==> config.mk <==
export PLATFORM = sky130hd
export DESIGN_NAME = tl_phase_scheduler
export DESIGN_NICKNAME = d
export VERILOG_FILES = /design/src/rtl/tl_phase_scheduler.sv
export SDC_FILE = /design/constraint.sdc
export NUM_CORES = 1
export LEC_CHECK = 0
export CORE_MARGIN = 10
export CORE_UTILIZATION = 40
export CTS_BUF_LIST = sky130_fd_sc_hd__clkbuf_4 sky130_fd_sc_hd__clkbuf_8
export DETAILED_ROUTE_END_ITERATION = 7
export GPL_TIMING_DRIVEN = 0
export PLACE_DENSITY = 0.71
export SLEW_MARGIN = 10
export SYNTH_ARGS = -nofsm -noshare
export SYNTH_HDL_FRONTEND = slang
export SYNTH_SLANG_ARGS = --single-unit
export TNS_END_PERCENT = 20
==> constraint.sdc <==
create_clock -name clk -period 2.45 [get_ports clk]
set_clock_uncertainty 0.15 [all_clocks]
set_input_delay 0.3675 -clock clk [delete_from_list [all_inputs] [get_ports clk]]
set_output_delay 0.3675 -clock clk [all_outputs]
set_load 0.01 [all_outputs]
==> src/rtl/tl_phase_scheduler.sv <==
// Two-group traffic phase scheduler: G/Y/all-red sequencing from a 1 Hz tick,
// demand-responsive green extension, countdown output and flashing-yellow night mode.
module tl_phase_scheduler #(
  parameter int CNT_W   = 7,
  parameter int G_MIN   = 10,
  parameter int G_MAX   = 30,
  parameter int EXT     = 5,
  parameter int Y_TIME  = 3,
  parameter int AR_TIME = 2
) (
  input  logic             clk,
  input  logic             rst_n,
  input  logic             tick_1s,
  input  logic             night,
  input  logic             req1,
  input  logic             req2,
  output logic             R1,
  output logic             Y1,
  output logic             G1,
  output logic             R2,
  output logic             Y2,
  output logic             G2,
  output logic [CNT_W-1:0] cnt,
  output logic [2:0]       phase
);

  typedef enum logic [2:0] {
    S_NIGHT = 3'd0,
    S_G1    = 3'd1,
    S_Y1    = 3'd2,
    S_AR1   = 3'd3,
    S_G2    = 3'd4,
    S_Y2    = 3'd5,
    S_AR2   = 3'd6,
    S_BAD   = 3'd7
  } state_t;

  localparam logic [CNT_W-1:0] C_G_MIN = CNT_W'(G_MIN);
  localparam logic [CNT_W-1:0] C_EXT   = CNT_W'(EXT);
  localparam logic [CNT_W-1:0] C_Y     = CNT_W'(Y_TIME);
  localparam logic [CNT_W-1:0] C_AR    = CNT_W'(AR_TIME);
  localparam logic [CNT_W:0]   C_G_MAX = (CNT_W+1)'(G_MAX);

  // Lamp vector order: {R1, Y1, G1, R2, Y2, G2}
  localparam logic [5:0] L_RESET = 6'b100100;

  state_t           state, state_n;
  logic [CNT_W-1:0] cnt_n;
  logic [CNT_W-1:0] gel, gel_n, gel_inc;
  logic [CNT_W:0]   ext_sum;
  logic             dem1, dem2, dem1_n, dem2_n;
  logic             flash, flash_n;
  logic             opp_dem;
  logic             is_green;
  logic [5:0]       lamps, lamps_n;

  assign is_green = (state == S_G1) || (state == S_G2);
  assign opp_dem  = (state == S_G1) ? dem2 : dem1;
  assign gel_inc  = gel + CNT_W'(1);
  assign ext_sum  = {1'b0, gel_inc} + {1'b0, C_EXT};

  always_comb begin
    // NOTE: every variable gets a default first so no path leaves it unassigned (no latches).
    state_n = state;
    cnt_n   = cnt;
    gel_n   = gel;
    flash_n = flash;
    if (night) begin
      state_n = S_NIGHT;
      cnt_n   = '0;
      gel_n   = '0;
      flash_n = (state == S_NIGHT) & (flash ^ tick_1s);
    end else if (state == S_NIGHT || state == S_BAD) begin
      state_n = S_AR2;
      cnt_n   = C_AR;
      gel_n   = '0;
      flash_n = 1'b0;
    end else if (tick_1s) begin
      if (is_green) gel_n = gel_inc;
      if (cnt > CNT_W'(1)) begin
        cnt_n = cnt - CNT_W'(1);
      end else begin
        unique case (state)
          S_G1, S_G2: begin
            if (!opp_dem && ext_sum <= C_G_MAX) begin
              cnt_n = C_EXT;
            end else begin
              state_n = (state == S_G1) ? S_Y1 : S_Y2;
              cnt_n   = C_Y;
            end
          end
          S_Y1:  begin state_n = S_AR1; cnt_n = C_AR; end
          S_Y2:  begin state_n = S_AR2; cnt_n = C_AR; end
          S_AR1: begin state_n = S_G2;  cnt_n = C_G_MIN; gel_n = '0; end
          S_AR2: begin state_n = S_G1;  cnt_n = C_G_MIN; gel_n = '0; end
          default: ;
        endcase
      end
    end
  end

  // Demand set wins over the clear that happens on entry to the served green.
  always_comb begin
    dem1_n = req1 | (dem1 & ~(state_n == S_G1 && state != S_G1));
    dem2_n = req2 | (dem2 & ~(state_n == S_G2 && state != S_G2));
    if (state == S_NIGHT) begin
      dem1_n = 1'b0;
      dem2_n = 1'b0;
    end
  end

  // Lamps decode the next state so they land on the same edge as phase.
  always_comb begin
    lamps_n = L_RESET;
    unique case (state_n)
      S_NIGHT: lamps_n = {1'b0, flash_n, 1'b0, 1'b0, flash_n, 1'b0};
      S_G1:    lamps_n = 6'b001100;
      S_Y1:    lamps_n = 6'b010100;
      S_G2:    lamps_n = 6'b100001;
      S_Y2:    lamps_n = 6'b100010;
      default: lamps_n = L_RESET;
    endcase
  end

  always_ff @(posedge clk or negedge rst_n) begin
    if (!rst_n) begin
      state <= S_AR2;
      cnt   <= C_AR;
      gel   <= '0;
      dem1  <= 1'b0;
      dem2  <= 1'b0;
      flash <= 1'b0;
      lamps <= L_RESET;
    end else begin
      // NOTE: non-blocking assignments so every register samples pre-edge values.
      state <= state_n;
      cnt   <= cnt_n;
      gel   <= gel_n;
      dem1  <= dem1_n;
      dem2  <= dem2_n;
      flash <= flash_n;
      lamps <= lamps_n;
    end
  end

  assign {R1, Y1, G1, R2, Y2, G2} = lamps;
  assign phase = state;

endmodule
==> results.yml <==
place:
  dpl.cell_count: 267
  portBuffers: 20
  place.detailed.hpwl_um: 2800
  gp_congestion: 0.833
floorplan:
  dieArea_mm2: 0.00741
  start_util_pct: 42.4
  core_mm2: 0.00412
  ios: 22
  die_h_um: 86.1
  fp-row-count: 23
  fp.dieW_um: 86.1
synthesis:
  yosysUniqueCellTypes: 51
  synth-compound-area-share_pct: 20.4
  synthSimpleGateAreaFrac_pct: 21.5
  ys.flop_type: "dfrtp_1"
  synth-seq-cells: 26
  synth_xor_area_share_pct: 6.52
  synth_enable_flop_cells: 0
  synthAdderAreaFrac_pct: 3.58
  syn_inst: 197
  synthArstFlopShare_pct: 100
  synth_top_family_by_area: "simple AND/OR/NAND/NOR gates"
  synth_seq_area_share_pct: 37.6
  syn_nets: 208
  yosys.area.top_type: "dfrtp_1"
  synth_top_cells_by_area: "dfrtp_1 30%, dfstp_2 7.5%, nor2_1 5.2%"
  synthMuxAreaShare_pct: 2.87
  yosysWarnings: 0
  syn_area_mm2: 0.00175
  yosysTopAreaCellShare_pct: 30.1
  syn-mean-instance-area_um2: 8.86
  yosys.cell_count.top_type: "nor2_1"
  netlist_top_cells_count: "24 x nor2_1, 21 x dfrtp_1, 12 x nand2_1"
power_and_ir_drop:
  switching_power_uw: 945
  vdd_drop_max_mv: 0.765
  p_int_uw: 1360
  switching_share_pct: 40.9
  p_per_area_mw_per_mm2: 1040
  finalPower_uw: 2310
  pwr-share-comb_pct: 55.5
  power_frac_seq_pct: 29.1
  pwr-share-clk_pct: 15.4
  power_leakage_uw: 0.000951
global_route:
  grt_pass1_vias: 1472
  grt_max_degree: 27
  grt_first_pass_wirelength_um: 6980
  gr-total-overflow: 0
  antenna_found_initial: 0
  track_usage_pct: 11.1
drt:
  drc: 0
  drt_first_pass_iters: 4
  routed_wl_um: 4150
  wire_per_inst_um: 14.9
  vias: 1585
  via_per_inst: 5.68
  final_antenna_net_count: 0
  first_iter_violations: 132
sta:
  tns_ns: -0.303
  slew-limit-headroom_pct: 45.6
  layout_worst_path_cycle_share_pct: 105
  worst_slack_ns: -0.111
  slew_viol_final: 0
  min_period_ns: 2.56
  max_freq_mhz: 390
  tightest_slew_ns: 0.810
  rsz0062_at_grt: "true"
  hold_viol_final: 0
  setup_viol: 5
clocking:
  cts_max_path_buffers: 2
  cts_tree: "done"
  clock-root-buffer: "clkbuf_8"
  clk_latency_ns: 0.27
  h-tree-depth: 1
  clkSinkCount: 26
  clkTransAtPathRegs_ns: 0.09
  cts_made_buffers: 3
outcome:
  violations: "setup timing"
  status: "finished with violations"
setup_path:
  critical_path_class: "flip-flop to flip-flop"
  arrival_ns: 2.61
  cp.required_ns: 2.50
  worst-path-max-fanout: 4
  cp-start-kind: "flip-flop"
  endpoint_kind: "flip-flop"
flow_run:
  max_cap_viol_count: 0
hold_path:
  hp-class: "input port to flip-flop"
final_layout:
  stdcell_count: 279
  antenna_cells: 0
  layout-drive-gt1-share_pct: 17.9
  nets: 241
  area_delta_synth_final_pct: 27.5
-- layout make-up --
cell class / instances / area (um2)
fillers: 385 / 1890
multi-input cells: 148 / 1030
flip-flops and latches: 26 / 658
repair buffers: 29 / 269
plain buffers: 10 / 81.3
well taps: 50 / 62.6
inverters: 12 / 50.0
clock buffers: 3 / 41.3
clock inverters: 1 / 30.0
-- critical path, stage by stage, from the launching register on --
cell	delay, ns
dfrtp_1	0.42
buf_6	0.14
inv_6	0.04
ha_4	0.15
buf_4	0.14
nand3b_1	0.10
o22ai_1	0.10
o22a_1	0.20
o21ai_4	0.20
a311oi_2	0.14
or4b_1	0.53
mux2i_1	0.16
-- cell families after synthesis --
kind of cell | after synthesis
flops | 26
fa+ha+maj | 5
buf+inv | 23
mux | 5
compound gates | 50
simple gates | 75
xor+xnor | 13
-- worst paths after layout --
| check | cells past startpoint | start | slack [ns] | end |
|---|---|---|---|---|
| worst min register to register | 2 | cnt[1] | 0.42 | cnt[1] |
| worst max-delay path | 11 | gel[0] | -0.11 | lamps[1] |
| worst max register to register | 11 | gel[0] | -0.11 | lamps[1] |
| worst min-delay path | 2 | night | 0.14 | cnt[1] |
| max in group asynchronous | 2 | rst_n | 1.29 | gel[1] |
| min in group asynchronous | 2 | rst_n | 0.46 | gel[4] |
-- registers in the layout, summed over array words and instances, names as in the netlist --
register,count
phase,3
lamps,6
dem1,1
flash,1
gel,7
cnt,7
dem2,1
-- power by group through the flow --
stage	sequential, uW	combinational (uW)	clock, uW
final	673	1280	355
after global routing	690	1440	380
after CTS	660	1250	367
after detailed placement	664	1180	0
after global placement	663	1170	0
after floorplan	693	784	0
-- placed cells by master (no fill, tap or decap), types with 2 or more instances in the layout --
cell type	count
dfrtp_1	20
a22o_1	2
buf_4	7
or3_1	2
clkbuf_8	5
ha_1	2
o21a_1	3
mux2i_1	5
o21ai_0	8
nand4_1	4
clkdlybuf4s50_1	19
nand3_1	8
a32oi_1	2
a21oi_1	9
buf_2	2
ha_4	3
a211oi_2	2
nor2b_1	3
a211oi_1	2
dfstp_2	5
a221oi_2	2
inv_1	9
buf_6	4
nand2_1	12
xor2_1	9
clkbuf_1	4
xnor2_1	4
nor3_1	9
nand4b_1	3
nand2b_1	2
a31oi_1	2
a21boi_0	2
o21ai_1	3
nor2_1	24
-- what timing repair did --
| item | CTS | global route |
|---|---|---|
| cloned | 0 | 0 |
| resized for setup | 12 | 7 |
| pin swaps | 12 | 6 |
| hold buffers | 0 | 1 |
| setup buffers | 7 | 1 |
| hold endpoints to repair | 0 | 21 |
| endpoints found under the setup margin | 10 | 14 |
-- per-layer routing --
metal	wire, um	global-route usage, %	share of wire, %	vias up
li1	-	-	-	771
met1	1860	13.7	45	756
met2	1910	17.7	46	56
met3	368	4.92	8.9	2
met4	14	1.80	0.34	0
met5	0	0	0	-
-- per-stage QoR --
| step | hold slack [ns] | setup slack, ns | area [um2] | util, % |
|---|---|---|---|---|
| after global routing | 0.143 | -0.216 | 2230 | 54.1 |
| after CTS | 0.137 | -0.130 | 2180 | 53.1 |
| after global placement | 0.401 | -0.301 | 2010 | 48.8 |
| after detailed placement | 0.398 | -0.308 | 2010 | 48.8 |
| final | 0.140 | -0.111 | 2230 | 54.1 |
| after floorplan | -0.0781 | 0.0193 | 1750 | - |
No activity file was read; power rests on OpenSTA's default activity.
